===== src/rtl/gal_pkg.sv =====
// Shared constants and types for the GAL output macrocell bank.
package gal_pkg;

  // Largest macrocell count found on the supported GAL families.
  localparam int GAL_MAX_OLMC = 10;

  // Macrocell output mode: straight through or via the D flip-flop.
  typedef enum logic {
    OLMC_COMB = 1'b0,
    OLMC_REG  = 1'b1
  } olmc_mode_t;

  // Pin polarity: active-low means the pin drives the complement.
  localparam logic OLMC_ACT_HIGH = 1'b0;
  localparam logic OLMC_ACT_LOW  = 1'b1;

endpackage


===== src/rtl/gal_olmc_cell.sv =====
// One GAL output logic macrocell: optional priority register plus output mux.
module gal_olmc_cell
  import gal_pkg::*;
#(
  parameter bit REGISTERED = 1'b1,
  parameter bit INVERTED   = 1'b0
) (
  input  logic clk,
  input  logic r,
  input  logic sp,
  input  logic pl,
  input  logic pld,
  input  logic a,
  input  logic e,
  output logic y,
  output logic ye,
  output logic fb
);

  localparam olmc_mode_t MODE = REGISTERED ? OLMC_REG : OLMC_COMB;

  generate
    if (MODE == OLMC_REG) begin : g_reg
      logic q_d;
      logic q_q;

      // Next state below reset: preload beats preset beats the sum term.
      always_comb begin
        q_d = a;
        if (pl) begin
          q_d = pld;
        end else if (sp) begin
          q_d = 1'b1;
        end
      end

      // Cell register; reset overrides every other source at the edge.
      always_ff @(posedge clk) begin
        if (r) begin
          q_q <= 1'b0;
        end else begin
          q_q <= q_d;
        end
      end

      // Feedback sees the true register state, the pin sees the polarity.
      assign y  = q_q ^ INVERTED;
      assign fb = q_q;
    end else begin : g_comb
      // Combinational cells have no register, so the control inputs are dead.
      logic unused_ctrl;
      assign unused_ctrl = ^{clk, r, sp, pl, pld};

      assign y  = a ^ INVERTED;
      assign fb = y;
    end
  endgenerate

  assign ye = e;

endmodule


===== src/rtl/gal_olmc_bank.sv =====
// Bank of N GAL output macrocells between the product-term array and the pins.
module gal_olmc_bank
  import gal_pkg::*;
#(
  parameter int           N          = 8,
  parameter logic [N-1:0] REGISTERED = {N{1'(OLMC_REG)}},
  parameter logic [N-1:0] INVERTED   = {N{OLMC_ACT_HIGH}}
) (
  input  logic         C,
  input  logic         R,
  input  logic         SP,
  input  logic         PL,
  input  logic [N-1:0] PLD,
  input  logic [N-1:0] A,
  input  logic [N-1:0] E,
  output logic [N-1:0] Y,
  output logic [N-1:0] YE,
  output logic [N-1:0] FB
);

  // Strobes are broadcast; per-cell data and outputs are sliced by index.
  generate
    for (genvar i = 0; i < N; i++) begin : g_cell
      gal_olmc_cell #(
        .REGISTERED (REGISTERED[i]),
        .INVERTED   (INVERTED[i])
      ) u_cell (
        .clk (C),
        .r   (R),
        .sp  (SP),
        .pl  (PL),
        .pld (PLD[i]),
        .a   (A[i]),
        .e   (E[i]),
        .y   (Y[i]),
        .ye  (YE[i]),
        .fb  (FB[i])
      );
    end
  endgenerate

endmodule

===== config.mk =====
export PLATFORM = sky130hd
export DESIGN_NAME = gal_olmc_bank
export DESIGN_NICKNAME = d
export VERILOG_FILES = /design/src/rtl/gal_pkg.sv /design/src/rtl/gal_olmc_cell.sv /design/src/rtl/gal_olmc_bank.sv
export SDC_FILE = /design/constraint.sdc
export NUM_CORES = 1
export LEC_CHECK = 0
export CAP_MARGIN = 25
export CORE_AREA = 10 10 47 49
export CTS_CLUSTER_SIZE = 8
export DETAILED_ROUTE_END_ITERATION = 6
export DIE_AREA = 0 0 57 59
export DONT_BUFFER_PORTS = 1
export GPL_TIMING_DRIVEN = 0
export PLACE_DENSITY = 0.56
export SLEW_MARGIN = 20
export SYNTH_ARGS = -nofsm -noshare
export SYNTH_HDL_FRONTEND = slang
export SYNTH_SLANG_ARGS = --single-unit

===== constraint.sdc =====
create_clock -name C -period 0.9 [get_ports C]
set_input_delay 0.09 -clock C [delete_from_list [all_inputs] [get_ports C]]
set_output_delay 0.09 -clock C [all_outputs]
set_load 0.01 [all_outputs]

==> flow_summary.toml, run 1 <==
[critical_path]
cp-end-kind = "output pin"
path_delay_family = "flip-flops"
cp_max_fo = 2
max_stage_delay_ns = 0.34
crit_arrival_ns = 0.71
cp_data_required_time_ns = 0.81
start_kind = "flop"
crit_chain = "buf_4"
path_class = "flop to output pin"
cp_slowest_cell = "dfxtp_1"
path_buf_inv = 1

[finish]
nFillCells = 149
area.sequential_um2 = 160
multi_input_area_um2 = 228
largest_register_ffs = 8
nets = 98
finalInstanceArea_um2 = 697
diodes = 0
area_growth_pct = 17.3
drive_gt1_share_pct = 75.0

[synthesis]
synthTopCellsByArea = "buf_4, dfxtp_1, nor3_2"
synth_seq_cells = 8
yosys-top-cells-count = "buf_4, nor3_2, dfxtp_1"
ys_types = 7
synth_warnings = 0
yosysTopAreaCell = "buf_4"
synth_area_um2 = 594
yosysMostFrequentCell = "buf_4"
synth_top_area_share_pct = 30.3
synth_edf_count = 0
seq_area_frac_synth_pct = 26.9
synthArstFlopShare_pct = 0
ys.flop_type = "dfxtp_1"
synthCells = 59
syn_avg_cell_area_um2 = 10.1
syn_nets = 87

[grt]
grt_pass1_vias = 473
grt_max_degree = 11
grt-ovfl-total = 0
grt_usage_pct = 8.63
grt_pass1_wl_um = 2290
antenna_found_initial = 0

[place]
placed_area_um2 = 614
port_buffers = 0
gp_congestion = 0.579

[floorplan]
start_util_pct = 42.4
rows = 14
dieArea_mm2 = 0.00336
core_area_mm2 = 0.00140
die_x_um = 57
die_y_um = 59
ios = 52

[clocking]
cts-buffers-inserted = 3
ctsHoldBuffers = 6
cts_buffer_depth = 2
cts-root-buf = "clkbuf_4"
cts.reportedPaths.clkPinSlew_ns = 0.06
cts_tree = "yes"
post_cts_buffers = 0
postCtsResizedCells = 0
htreeDepth = 1
cts.sinks = 8

[flow_run]
maxCapViolCount = 0

[sta]
post-route-period-util_pct = 89.3
relSlewSlack_pct = 64.4
fmax_mhz = 1240
grt_setup_unrepaired = "no"
hold_viol = 0
drv_slew = 0
fin_crit_ns = 0.803
tightest_slew_ns = 0.535
setup_viol = 0
finalSetupTns_ns = 0

[detailed_routing]
avgViaCountPerCell = 4.46
wire_per_inst_um = 16.5
drt_iter0_drc = 4
routed_wirelength_um = 1380
drc_errors = 0
antenna_left = 0
num_vias = 375
dr.pass1.iters = 2

[power_and_ir_drop]
leakage_nw = 0.303
power_mw = 0.935
power_per_cell_area_mw_per_mm2 = 1340
vdd_drop_max_v = 0.000677

[status]
status = "finished, final reports clean"

[worst_hold_path]
hold_path_class = "input pin to flop"
## stage by stage
step / util (%) / worst slack, ns / hold slack (ns) / std cells
detailed placement: 43.8 / 0.139 / 0.241 / 75
global route: 49.7 / 0.0492 / 0.0247 / 84
CTS: 49.7 / 0.0847 / 0.0194 / 84
global placement: 43.8 / 0.143 / 0.241 / 75
finish: 49.7 / 0.0965 / 0.0192 / 84
floorplan: - / 0.257 / 0.231 / 59
## path summary, 6_finish.rpt
kind / startpoint / to / cells past startpoint / slack (ns)
worst max-delay path: g_cell[2].u_cell.fb$_SDFF_PP0_ / FB[2] / 1 / 0.1
worst min-delay path: A[7] / g_cell[7].u_cell.fb$_SDFF_PP0_ / 2 / 0.02
## cells by family after synthesis
logic type	share of synthesized area (%)
buffers and inverters	34.7
AND/OR/NAND/NOR	38.3
flip-flops	26.9
## power by group
group / switching (mW) / leakage (nW) / internal, mW / total, mW
Sequential: 0.0122 / 0.0671 / 0.381 / 0.393
Combinational: 0.113 / 0.222 / 0.149 / 0.262
Clock: 0.127 / 0.0138 / 0.153 / 0.280
Total: 0.252 / 0.303 / 0.683 / 0.935
## metal layers
metal	part of all wire [%]	global-route usage, %
met5	0	0
met1	31	7.42
met4	1.9	5.03
met2	54	15.3
met3	13	4.94
## layout make-up
class,instances,area share (%)
multi-input cells,24,32.7
plain buffers,27,29.6
flip-flops and latches,8,23.0
repair buffers,6,8.62
clock buffers,3,3.23
well taps,16,2.87
## cells in the final DEF, fill, tap and decap left out
cell type,n
buf_6,2
dfxtp_1,8
nor2b_2,6
nor3_2,16
and2b_1,2
clkbuf_4,3
clkbuf_1,1
buf_4,24
dlygate4sd3_1,6
Power figures use the tool's default switching activity.
==> run 2, diff against run 1 <==
- REMOVE_ABC_BUFFERS: default -> 1
- clock period: 0.9 -> 1 ns (I/O delays scaled with it)
==> run 2 against run 1 <==
Against the previous run:
- critical path depth rose by 1
- global-route usage fell by 1.9 points
- non-clock buffer count fell by 28
- sequential power fell by 3%
- clock power fell by 14%
- cell count fell by 33%
- sequential share of layout area rose by 10 points
- setup slack improved by 0.0046 ns
- largest power group unchanged
==> flow_summary.toml, run 2 (synthesized netlist as in run 1, its figures left out) <==
[status]
status = "finished, final reports clean"

[detailed_routing]
routed_wirelength_um = 1150
antenna_left = 0
drc_errors = 0
num_vias = 280
wire_per_inst_um = 20.5
drt_iter0_drc = 2
dr.pass1.iters = 2
avgViaCountPerCell = 5.00

[grt]
grt_pass1_vias = 348
antenna_found_initial = 0
grt-busiest-layer = "met2"
grt_usage_pct = 6.70
use_met2_pct = 9.30
grt_max_degree = 17
grt.met1_usage_pct = 6.18
grt-ovfl-total = 0
grt_pass1_wl_um = 1700
grt.met3_usage_pct = 6.65

[finish]
final_cell_mix = "nor3_2, dfxtp_1, nor2b_2, dlygate4sd3_1, clkbuf_4"
final_common_cell = "nor3_2"
finalInstanceArea_um2 = 480
diodes = 0
area_growth_pct = -19.2
drive_gt1_share_pct = 62.5
largest_register_ffs = 8
nets = 70

[floorplan]
ios = 52
rows = 14
dieArea_mm2 = 0.00336
core_area_mm2 = 0.00140
start_util_pct = 42.4
die_x_um = 57
die_y_um = 59

[critical_path]
path_delay_family = "buffers and inverters"
cp_max_fo = 8
cp_slowest_cell = "dlygate4sd3_1"
start_kind = "input pin"
cp-end-kind = "flop"
crit_arrival_ns = 1.02
path_class = "input pin to flop"
cp_data_required_time_ns = 1.12
path_buf_inv = 1
crit_chain = "dlygate4sd3_1 -> nor3_2"
max_stage_delay_ns = 0.82

[flow_run]
maxCapViolCount = 0

[place]
hpwl_um = 877
placed_area_um2 = 408
gp_congestion = 0.632
port_buffers = 0

[worst_hold_path]
hold_path_class = "input pin to flop"

[sta]
grt_setup_unrepaired = "no"
tightest_slew_ns = 0.452
drv_slew = 0
hold_viol = 0
finalSetupTns_ns = 0
fmax_mhz = 1110
post-route-period-util_pct = 89.9
relSlewSlack_pct = 69.8
fin_crit_ns = 0.899
setup_viol = 0

[clocking]
cts_tree = "yes"
cts.sinks = 8
cts-buffers-inserted = 3
cts-root-buf = "clkbuf_4"
cts_buffer_depth = 2
cts.reportedPaths.clkPinSlew_ns = 0.05
htreeDepth = 1
post_cts_buffers = 0

[power_and_ir_drop]
leakage_nw = 0.166
power_per_cell_area_mw_per_mm2 = 1460
power_mw = 0.701
vdd_drop_max_v = 0.000354
==> run 2: path summary, 6_finish.rpt <==
kind	from	slack (ns)	end	depth (start not counted)
setup / recovery	R	0.10	g_cell[5].u_cell.fb$_SDFF_PP0_	2
hold / removal	PLD[2]	0.008	g_cell[2].u_cell.fb$_SDFF_PP0_	2
==> run 2: routing by layer <==
| layer | up-vias | wire [um] |
|---|---|---|
| met5 | - | 0 |
| met4 | 0 | 12 |
| met3 | 2 | 199 |
| met2 | 30 | 532 |
| met1 | 119 | 403 |
| li1 | 129 | - |
==> run 2: layout make-up <==
type | instances | area, um^2
Multi-Input combinational cell | 24 | 228
Sequential cell | 8 | 160
Tap cell | 16 | 20.0
Clock buffer | 3 | 22.5
Fill cell | 150 | 921
Timing Repair Buffer | 5 | 50.0
==> run 2: through the flow <==
stage / setup slack [ns] / std cells / hold WS, ns / util, %
after global routing: 0.0417 / 56 / 0.00852 / 34.3
after detailed placement: 0.479 / 48 / 0.173 / 29.1
after CTS: 0.0890 / 56 / 0.00845 / 34.3
after global placement: 0.481 / 48 / 0.172 / 29.1
after floorplan: 0.505 / 32 / 0.169 / -
final: 0.101 / 56 / 0.00796 / 34.3
==> run 2: what timing repair did <==
item / 4_1_cts / 5_1_grt
resized for setup: 0 / 0
endpoints found under the hold margin: 8 / 0
hold buffers: 5 / 0
==> run 2: power by group <==
group,total (mW),switching (mW),internal [mW]
Combinational,0.0766,0.0281,0.0485
Clock,0.242,0.105,0.137
Sequential,0.382,0.0391,0.343
